==> src/rtl/reg_enable_seq.sv <==
// Registered, handshaked one-hot register write-enable sequencer (pulse, then optional gap).
// Optional write-lock mask enabled by defining REG_ENABLE_SEQ_LOCK_EN.
module reg_enable_seq #(
  parameter int NUM_REGS  = 8,
  parameter int SEL_W     = 3,
  parameter int PULSE_CYC = 1,
  parameter int GAP_CYC   = 0
) (
  input  logic                clk,
  input  logic                rst_n,
  input  logic                req_valid,
  input  logic [SEL_W-1:0]    reg_num,
`ifdef REG_ENABLE_SEQ_LOCK_EN
  input  logic                lock_wr,
  input  logic [NUM_REGS-1:0] lock_mask,
`endif
  output logic                req_ready,
  output logic [NUM_REGS-1:0] reg_enable,
  output logic                done,
  output logic                err
);

  localparam int MAXC  = (PULSE_CYC > GAP_CYC) ? PULSE_CYC : GAP_CYC;
  localparam int CNT_W = (MAXC < 1) ? 1 : $clog2(MAXC + 1);
  localparam logic [CNT_W-1:0] PULSE_LD = CNT_W'(PULSE_CYC - 1);
  localparam logic [CNT_W-1:0] GAP_LD   = CNT_W'((GAP_CYC > 0) ? GAP_CYC - 1 : 0);
  localparam logic [SEL_W:0]   NR       = (SEL_W + 1)'(NUM_REGS);

  typedef enum logic [1:0] {IDLE, PULSE, GAP} state_t;

  state_t              state_q, state_d;
  logic [CNT_W-1:0]    cnt_q, cnt_d;
  logic [NUM_REGS-1:0] en_q, en_d;
  logic                err_q, err_d;
  logic                in_range;
  logic                locked;
  logic [NUM_REGS-1:0] sel_oh;

  // Index 0 maps to the MSB.
  function automatic logic [NUM_REGS-1:0] onehot(input logic [SEL_W-1:0] k);
    logic [NUM_REGS-1:0] oh;
    oh = '0;
    for (int i = 0; i < NUM_REGS; i++) begin
      if (k == SEL_W'(i)) oh[NUM_REGS-1-i] = 1'b1;
    end
    return oh;
  endfunction

  assign sel_oh   = onehot(reg_num);
  assign in_range = ({1'b0, reg_num} < NR);

`ifdef REG_ENABLE_SEQ_LOCK_EN
  logic [NUM_REGS-1:0] lock_q;

  always_ff @(posedge clk or negedge rst_n) begin
    if (!rst_n)       lock_q <= '0;
    else if (lock_wr) lock_q <= lock_mask;
  end

  // Same-edge lock writes take effect only for later requests.
  assign locked = |(sel_oh & lock_q);
`else
  assign locked = 1'b0;
`endif

  always_ff @(posedge clk or negedge rst_n) begin
    if (!rst_n) begin
      state_q <= IDLE;
      cnt_q   <= '0;
      en_q    <= '0;
      err_q   <= 1'b0;
    end else begin
      state_q <= state_d;
      cnt_q   <= cnt_d;
      en_q    <= en_d;
      err_q   <= err_d;
    end
  end

  always_comb begin
    state_d = state_q;
    cnt_d   = cnt_q;
    en_d    = en_q;
    err_d   = 1'b0;
    case (state_q)
      IDLE: begin
        en_d = '0;
        if (req_valid) begin
          if (in_range && !locked) begin
            state_d = PULSE;
            en_d    = sel_oh;
            cnt_d   = PULSE_LD;
          end else begin
            err_d = 1'b1;
          end
        end
      end
      PULSE: begin
        if (cnt_q == '0) begin
          en_d = '0;
          if (GAP_CYC > 0) begin
            state_d = GAP;
            cnt_d   = GAP_LD;
          end else begin
            state_d = IDLE;
          end
        end else begin
          cnt_d = cnt_q - 1'b1;
        end
      end
      GAP: begin
        en_d = '0;
        if (cnt_q == '0) state_d = IDLE;
        else             cnt_d   = cnt_q - 1'b1;
      end
      default: begin
        state_d = IDLE;
        en_d    = '0;
        cnt_d   = '0;
      end
    endcase
  end

  assign req_ready  = (state_q == IDLE);
  assign reg_enable = en_q;
  assign done       = (state_q == PULSE) && (cnt_q == '0);
  assign err        = err_q;

endmodule
==> config.mk <==
export PLATFORM = sky130hd
export DESIGN_NAME = reg_enable_seq
export DESIGN_NICKNAME = d
export VERILOG_FILES = /design/src/rtl/reg_enable_seq.sv
export SDC_FILE = /design/constraint.sdc
export NUM_CORES = 1
export LEC_CHECK = 0
export BUFFER_PORTS_ARGS = -buffer_cell sky130_fd_sc_hd__buf_2
export CORE_AREA = 2 2 39 41
export DETAILED_ROUTE_END_ITERATION = 10
export DIE_AREA = 0 0 41 43
export MAX_ROUTING_LAYER = met4
export PLACE_DENSITY_LB_ADDON = 0.12
export SLEW_MARGIN = 20
export SYNTH_ARGS = -nofsm -noshare
export SYNTH_HDL_FRONTEND = slang
export SYNTH_SLANG_ARGS = --single-unit
==> constraint.sdc <==
create_clock -name clk -period 1.4 [get_ports clk]
set_clock_uncertainty 0.15 [all_clocks]
set_input_delay 0.28 -clock clk [delete_from_list [all_inputs] [get_ports clk]]
set_output_delay 0.28 -clock clk [all_outputs]
set_load 0.005 [all_outputs]
==> results.py, run 1 <==
metrics = {
    "route": {
        "wl_per_cell_microns": 9.28,
        "drt_iter0_markers": 0,
        "vias": 229,
        "drt_first_pass_iters": 1,
        "drc_errors": 0,
        "wl_microns": 566,
        "drtAntennaViolNets": 0,
        "vias_per_cell": 3.75,
    },
    "setup_path": {
        "crit_path_start": "state_q[0]$_DFFE_PN0P_",
        "startpoint_type": "flop",
        "worstPathRequired_ns": 0.97,
        "endpoint_kind": "primary output",
        "critPathArrivalTime_ns": 0.82,
        "worstSetupPathType": "reg -> out",
        "crit_path_max_fanout": 5,
        "r2r-start": "state_q[0]$_DFFE_PN0P_",
    },
    "timing": {
        "worst_slack_ns": 0.150,
        "slew_viol_final": 0,
        "finalSetupViolations": 0,
        "max_freq_mhz": 800,
        "fin_crit_ns": 1.25,
        "hold_viol_final": 0,
        "fin_crit_sh_pct": 89.3,
        "hold_ws_ns": 0.0864,
        "finalSetupTns_ns": 0,
        "rsz0062_at_grt": "false",
    },
    "floorplan": {
        "die_w_microns": 41,
        "core_sq_mm": 0.00138,
        "die_area_sq_mm": 0.00176,
        "fp.dieH_microns": 43,
        "io_pins": 17,
        "start_util_pct": 23.1,
        "num_rows": 14,
    },
    "yosys": {
        "synth_cells": 26,
        "synth_nets": 32,
        "yosysWarnings": 0,
        "syn_area_per_cell_sq_um": 12.3,
        "ys_ff_latch": 9,
        "syn_area_sq_um": 319,
        "seq_area_frac_synth_pct": 70.6,
        "yosysUniqueCellTypes": 12,
    },
    "clocking": {
        "tritoncts": "yes",
        "post-cts-setup-buffers": 0,
        "cts-buffers-inserted": 3,
        "clockBufferDepth": 2,
        "cts.sinks": 9,
        "clkTransAtPathRegs_ns": 0.06,
        "ctsRootBufferMaster": "clkbuf_4",
        "ctsHtreeMaxLevel": 1,
        "cts.repair.resized": 0,
        "clk_latency_ns": 0.25,
    },
    "job": {
        "cap_violations": 0,
    },
    "hold_path": {
        "hold_class": "in -> reg",
        "worstHoldStart": "reg_num[0]",
    },
    "power_and_ir_drop": {
        "power.switching_w": 0.000107,
        "peakVddDrop_uv": 342,
        "clkPwrFrac_pct": 37.8,
        "p_comb_share_pct": 8.6,
        "p_int_w": 0.000396,
        "power_density_mw_per_mm2": 1140,
        "switching_share_pct": 21.3,
        "p_seq_share_pct": 53.6,
        "leakagePower_nw": 0.245,
    },
    "final_layout": {
        "final_cell_mix": "buf_2, dfrtp_1, nor2_1, clkbuf_4, nand2b_1",
        "diodes": 0,
        "syn2layout_area_growth_pct": 38.8,
        "drive_gt1_share_pct": 44.4,
        "final_common_cell": "buf_2",
        "fin_nets": 52,
    },
    "grt": {
        "grt_pass1_wl_microns": 890,
        "grt-ovfl-total": 0,
        "grt_pass1_vias": 230,
        "track_usage_pct": 8.24,
        "grt_max_degree": 10,
        "antenna_found_initial": 0,
    },
    "placement": {
        "pre_cts_ws_ns": 0.243,
        "gp_congestion": 0.787,
        "io_buffers": 15,
        "dp_hpwl_microns": 472,
    },
    "outcome": {
        "outcome": "finished, final reports clean",
    },
}
kinds of logic (layout without fill, tap and decap cells):
kind of cell,count (synthesis),in the layout,share of synthesized area (%)
AND/OR/NAND/NOR,14,14,24.7
flip-flops,9,9,70.6
buffers and inverters,2,21,3.53
other,1,1,1.18
per-layer routing:
metal	share of wire, %	global-route usage (%)	wire, microns
met1	37	8.39	207
met2	52	12.2	297
met3	11	1.57	61
met4	0	8.00	0
met5	0	-	0
area by class of cell:
cell class | instances | area (sq um)
fill | 151 | 941
sequential | 9 | 225
timing repair buffer | 16 | 85.1
multi-input combinational | 15 | 82.6
clock buffer | 4 | 26.3
tap | 16 | 20.0
inverter | 1 | 3.75
worst paths after layout:
kind,to,slack [ns],depth (start not counted)
max in group asynchronous,reg_enable[4]$_DFF_PN0_,0.68,2
setup reg to reg,reg_enable[4]$_DFF_PN0_,0.24,2
setup / recovery,req_ready,0.15,2
min in group asynchronous,reg_enable[7]$_DFF_PN0_,0.25,2
hold reg to reg,state_q[0]$_DFFE_PN0P_,0.34,1
hold / removal,reg_enable[7]$_DFF_PN0_,0.09,2
cell usage after synthesis:
cell | n | area share (%)
dfrtp_1 | 9 | 71
nor2_1 | 6 | 7.1
nand2b_1 | 2 | 3.9
buf_4 | 1 | 2.4
conb_1 | 1 | 1.2
inv_1 | 1 | 1.2
nand2_1 | 1 | 1.2
nand3b_1 | 1 | 2.4
nor2b_1 | 1 | 2.0
nor3_1 | 1 | 1.6
nor3_2 | 1 | 3.1
or3b_4 | 1 | 3.5
power groups by stage:
| stage | logic (W) | registers [W] | clock network, W |
|---|---|---|---|
| after floorplan | 0.0000166 | 0.000276 | 0 |
| after global placement | 0.0000417 | 0.000275 | 0 |
| after detailed placement | 0.0000424 | 0.000275 | 0 |
| after CTS | 0.0000446 | 0.000270 | 0.000199 |
| after global routing | 0.0000502 | 0.000271 | 0.000211 |
| final | 0.0000433 | 0.000270 | 0.000191 |
repair_timing:
item | CTS | global route
setup endpoints to repair | 0 | 0
hold endpoints to repair | 9 | 0
hold buffers | 1 | 0
worst max-delay path, cell delays in order, from the launching register on:
cell	delay, ns
dfrtp_1	0.41
inv_1	0.06
buf_2	0.10
state kept, by name (all words and copies together), names as in the netlist:
signal      flops
reg_enable      8
state_q         1
per-stage QoR:
stage | power (W) | cell area, sq um | std cells | utilization (%)
final | 0.000504 | 443 | 61 | 32.0
after global routing | 0.000532 | 443 | 61 | 32.0
after CTS | 0.000513 | 443 | 61 | 32.0
after detailed placement | 0.000317 | 407 | 56 | 29.4
after global placement | 0.000316 | 407 | 56 | 29.4
after floorplan | 0.000293 | 319 | 26 | -
(Power assumes the default switching activity.)
==> run 2: changes to the inputs <==
--- a/config.mk
+++ b/config.mk
@@ -11,6 +11,7 @@
 export DIE_AREA = 0 0 41 43
 export MAX_ROUTING_LAYER = met4
 export PLACE_DENSITY_LB_ADDON = 0.12
+export RECOVER_POWER = 25
 export SLEW_MARGIN = 20
 export SYNTH_ARGS = -nofsm -noshare
 export SYNTH_HDL_FRONTEND = slang
==> results.py, run 2 (synthesized netlist as in run 1, its figures left out) <==
metrics = {
    "route": {
        "drt_iter0_markers": 0,
        "wl_per_cell_microns": 9.26,
        "vias": 229,
        "drc_errors": 0,
        "vias_per_cell": 3.75,
        "drt_first_pass_iters": 1,
        "drtAntennaViolNets": 0,
        "wl_microns": 565,
    },
    "grt": {
        "grt_max_degree": 10,
        "grt-ovfl-total": 0,
        "antenna_found_initial": 0,
        "grt_pass1_wl_microns": 890,
        "track_usage_pct": 8.24,
        "grt_pass1_vias": 230,
    },
    "clocking": {
        "tritoncts": "yes",
        "cts.repair.resized": 0,
        "ctsHtreeMaxLevel": 1,
        "cts.sinks": 9,
        "clk_latency_ns": 0.25,
        "cts-buffers-inserted": 3,
        "clkTransAtPathRegs_ns": 0.06,
        "ctsRootBufferMaster": "clkbuf_4",
        "clockBufferDepth": 2,
    },
    "final_layout": {
        "final_area_sq_um": 442,
        "syn2layout_area_growth_pct": 38.4,
        "diodes": 0,
        "fillers": 152,
        "final_common_cell": "buf_2",
        "final_cell_mix": "buf_2, dfrtp_1, nor2_1, clkbuf_4",
        "largest_reg_flops": 8,
        "fin_nets": 52,
        "drive_gt1_share_pct": 42.2,
    },
    "setup_path": {
        "startpoint_type": "flop",
        "timing.critical_path.buf_inv": 2,
        "endpoint_kind": "primary output",
        "cp_top_family": "flip-flops",
        "worstSetupPathType": "reg -> out",
        "slowest_delay_ns": 0.41,
        "worstPathRequired_ns": 0.97,
        "critPathArrivalTime_ns": 0.82,
        "worstPathCellList": "inv_1 -> buf_2",
        "crit_path_top_delay_cell": "dfrtp_1",
        "crit_path_max_fanout": 5,
        "r2r_slack_ns": 0.24,
    },
    "outcome": {
        "outcome": "finished, final reports clean",
    },
    "placement": {
        "place_area_sq_um": 407,
        "gp_congestion": 0.787,
        "io_buffers": 15,
        "dp_hpwl_microns": 472,
    },
    "hold_path": {
        "hold_class": "in -> reg",
    },
    "power_and_ir_drop": {
        "peakVddDrop_uv": 342,
        "power_density_mw_per_mm2": 1140,
        "leakagePower_nw": 0.243,
    },
    "floorplan": {
        "num_rows": 14,
        "die_area_sq_mm": 0.00176,
        "die_w_microns": 41,
        "core_sq_mm": 0.00138,
        "io_pins": 17,
        "start_util_pct": 23.1,
        "fp.dieH_microns": 43,
    },
    "timing": {
        "max_freq_mhz": 800,
        "fin_crit_ns": 1.25,
        "finalSetupTns_ns": 0,
        "hold_viol_final": 0,
        "finalSetupViolations": 0,
        "rsz0062_at_grt": "false",
        "slew_viol_final": 0,
        "fin_crit_sh_pct": 89.3,
    },
    "job": {
        "cap_violations": 0,
    },
}
run 2: repair_timing:
item | 4_1_cts | 5_1_grt
endpoints found under the hold margin | 9 | 0
hold buffers | 1 | 0
buffers inserted | 0 | 0
run 2: cell type report:
type / instances / area [sq um] / share of cell area (%)
Multi-Input combinational cell: 15 / 82.6 / 18.7
Clock buffer: 4 / 26.3 / 5.95
Timing Repair Buffer: 16 / 83.8 / 19.0
Inverter: 1 / 3.75 / 0.850
Tap cell: 16 / 20.0 / 4.53
Sequential cell: 9 / 225 / 51.0
run 2: per-layer routing:
metal	part of all wire, %	up-vias	wire [microns]	GRT usage, %
met1	36	101	205	8.39
met2	53	10	297	12.2
li1	-	118	-	-
met3	11	0	61	1.57
met4	0	0	0	8.00
met5	0	-	0	-
run 2: where the power goes:
part | switching, W | internal, W
sequential | 0.00000296 | 0.000267
combinational | 0.0000230 | 0.0000198
clock | 0.0000814 | 0.000109
run 2: stage by stage:
step,power [W],instances,util (%),worst slack [ns],hold slack [ns]
floorplan,0.000293,26,-,0.285,-0.166
global placement,0.000316,56,29.4,0.245,-0.0137
detailed placement,0.000317,56,29.4,0.243,-0.00932
CTS,0.000513,61,32.0,0.136,0.0809
global route,0.000531,61,31.9,0.0775,0.0847
finish,0.000503,61,31.9,0.150,0.0864
run 2: final timing paths:
path	startpoint	to	cells past startpoint
max in group asynchronous	rst_n	reg_enable[4]$_DFF_PN0_	2
hold / removal	reg_num[0]	reg_enable[7]$_DFF_PN0_	2
setup reg to reg	state_q[0]$_DFFE_PN0P_	reg_enable[4]$_DFF_PN0_	2
setup / recovery	state_q[0]$_DFFE_PN0P_	req_ready	2
min in group asynchronous	rst_n	reg_enable[7]$_DFF_PN0_	2
hold reg to reg	state_q[0]$_DFFE_PN0P_	state_q[0]$_DFFE_PN0P_	1
==> run 3: changes to the inputs <==
==> constraint.sdc (replaced) <==
create_clock -name clk -period 1.4 [get_ports clk]
set_clock_uncertainty 0.15 [all_clocks]
set_input_delay 0.28 -clock clk [delete_from_list [all_inputs] [get_ports clk]]
set_output_delay 0.28 -clock clk [all_outputs]
set_load 0.05 [all_outputs]
==> results.py, run 3 (synthesized netlist as in run 1, its figures left out) <==
metrics = {
    "final_layout": {
        "post-route-util_pct": 32.2,
        "fillers": 150,
        "final_common_cell": "buf_2",
        "final_area_sq_um": 445,
        "diodes": 0,
        "fin_nets": 52,
        "drive_gt1_share_pct": 44.4,
        "layoutNonFillerInstCount": 61,
        "largest_reg_flops": 8,
        "syn2layout_area_growth_pct": 39.6,
        "final_cell_mix": "buf_2, dfrtp_1, nor2_1, clkbuf_4",
    },
    "clocking": {
        "cts-buffers-inserted": 3,
        "clkTransAtPathRegs_ns": 0.06,
        "clk_latency_ns": 0.25,
        "ctsRootBufferMaster": "clkbuf_4",
        "clockBufferDepth": 2,
        "post-cts-setup-buffers": 0,
        "ctsHtreeMaxLevel": 1,
        "tritoncts": "yes",
        "cts.sinks": 9,
    },
    "power_and_ir_drop": {
        "power_density_mw_per_mm2": 1230,
        "leakagePower_nw": 0.243,
        "p_total_w": 0.000547,
        "peakVddDrop_uv": 447,
    },
    "setup_path": {
        "worstSetupPathType": "reg -> out",
        "crit_path_max_fanout": 5,
        "startpoint_type": "flop",
        "endpoint_kind": "primary output",
        "worstPathRequired_ns": 0.97,
        "critPathArrivalTime_ns": 0.93,
    },
    "timing": {
        "finalSetupTns_ns": 0,
        "max_freq_mhz": 737,
        "hold_viol_final": 0,
        "finalSetupViolations": 0,
        "slew_viol_final": 0,
        "fin_crit_ns": 1.36,
        "rsz0062_at_grt": "false",
        "fin_crit_sh_pct": 96.9,
    },
    "placement": {
        "place_area_sq_um": 408,
        "io_buffers": 15,
        "dp.cells": 56,
        "gp_congestion": 0.777,
    },
    "route": {
        "wl_per_cell_microns": 9.97,
        "drc_errors": 0,
        "drt_first_pass_iters": 3,
        "vias_per_cell": 3.90,
        "vias": 238,
        "drtAntennaViolNets": 0,
        "wl_microns": 608,
        "drt_iter0_markers": 4,
    },
    "grt": {
        "grt_max_degree": 10,
        "grt-ovfl-total": 0,
        "antenna_found_initial": 0,
        "grt_pass1_wl_microns": 924,
        "track_usage_pct": 9.15,
        "grt_pass1_vias": 241,
    },
    "floorplan": {
        "start_util_pct": 23.1,
        "io_pins": 17,
        "die_w_microns": 41,
        "core_sq_mm": 0.00138,
        "fp.dieH_microns": 43,
        "die_area_sq_mm": 0.00176,
        "num_rows": 14,
    },
    "job": {
        "cap_violations": 0,
    },
    "hold_path": {
        "hold_class": "in -> reg",
    },
    "outcome": {
        "outcome": "finished, final reports clean",
    },
}
## run 3: worst paths after layout
| check | start | depth (start not counted) | end | slack, ns |
|---|---|---|---|---|
| worst min-delay path | reg_num[0] | 2 | reg_enable[7]$_DFF_PN0_ | 0.08 |
| max in group asynchronous | rst_n | 2 | state_q[0]$_DFFE_PN0P_ | 0.42 |
| worst max-delay path | state_q[0]$_DFFE_PN0P_ | 2 | req_ready | 0.04 |
| worst max register to register | state_q[0]$_DFFE_PN0P_ | 2 | reg_enable[7]$_DFF_PN0_ | 0.24 |
| min in group asynchronous | rst_n | 2 | reg_enable[7]$_DFF_PN0_ | 0.34 |
| worst min register to register | state_q[0]$_DFFE_PN0P_ | 1 | state_q[0]$_DFFE_PN0P_ | 0.32 |
## run 3: per-layer routing
layer,GRT usage (%),share of wire [%],vias to the layer above
li1,-,-,116
met1,8.31,34,108
met2,12.2,52,12
met3,4.71,12,2
met4,10.0,1.6,0
met5,-,0,-
## run 3: layout make-up
class / count / area (sq um) / share of cell area, %
inverters: 1 / 3.75 / 0.843
well taps: 16 / 20.0 / 4.49
flip-flops and latches: 9 / 226 / 50.8
repair buffers: 16 / 86.3 / 19.4
clock buffers: 4 / 26.3 / 5.90
multi-input cells: 15 / 82.6 / 18.5
## run 3: power by group
group | switching [W] | internal [W]
logic | 0.0000599 | 0.0000213
registers | 0.00000319 | 0.000267
clock network | 0.0000857 | 0.000110
## run 3: what timing repair did
action,CTS,global route
hold buffers,1,0
endpoints found under the setup margin,1,0
endpoints found under the hold margin,9,0
gates resized for setup,1,0
## run 3: worst max-delay path, cell delays in order (launching register included)
cell and delay, ns:
dfrtp_2 0.42, inv_1 0.06, buf_4 0.19
## run 3: metrics by stage
step | hold WS (ns) | worst slack (ns)
finish | 0.0835 | 0.0432
global route | 0.0789 | 0.00439
CTS | 0.0750 | 0.0235
detailed placement | -0.0125 | 0.247
global placement | -0.0120 | 0.251
floorplan | -0.166 | 0.105
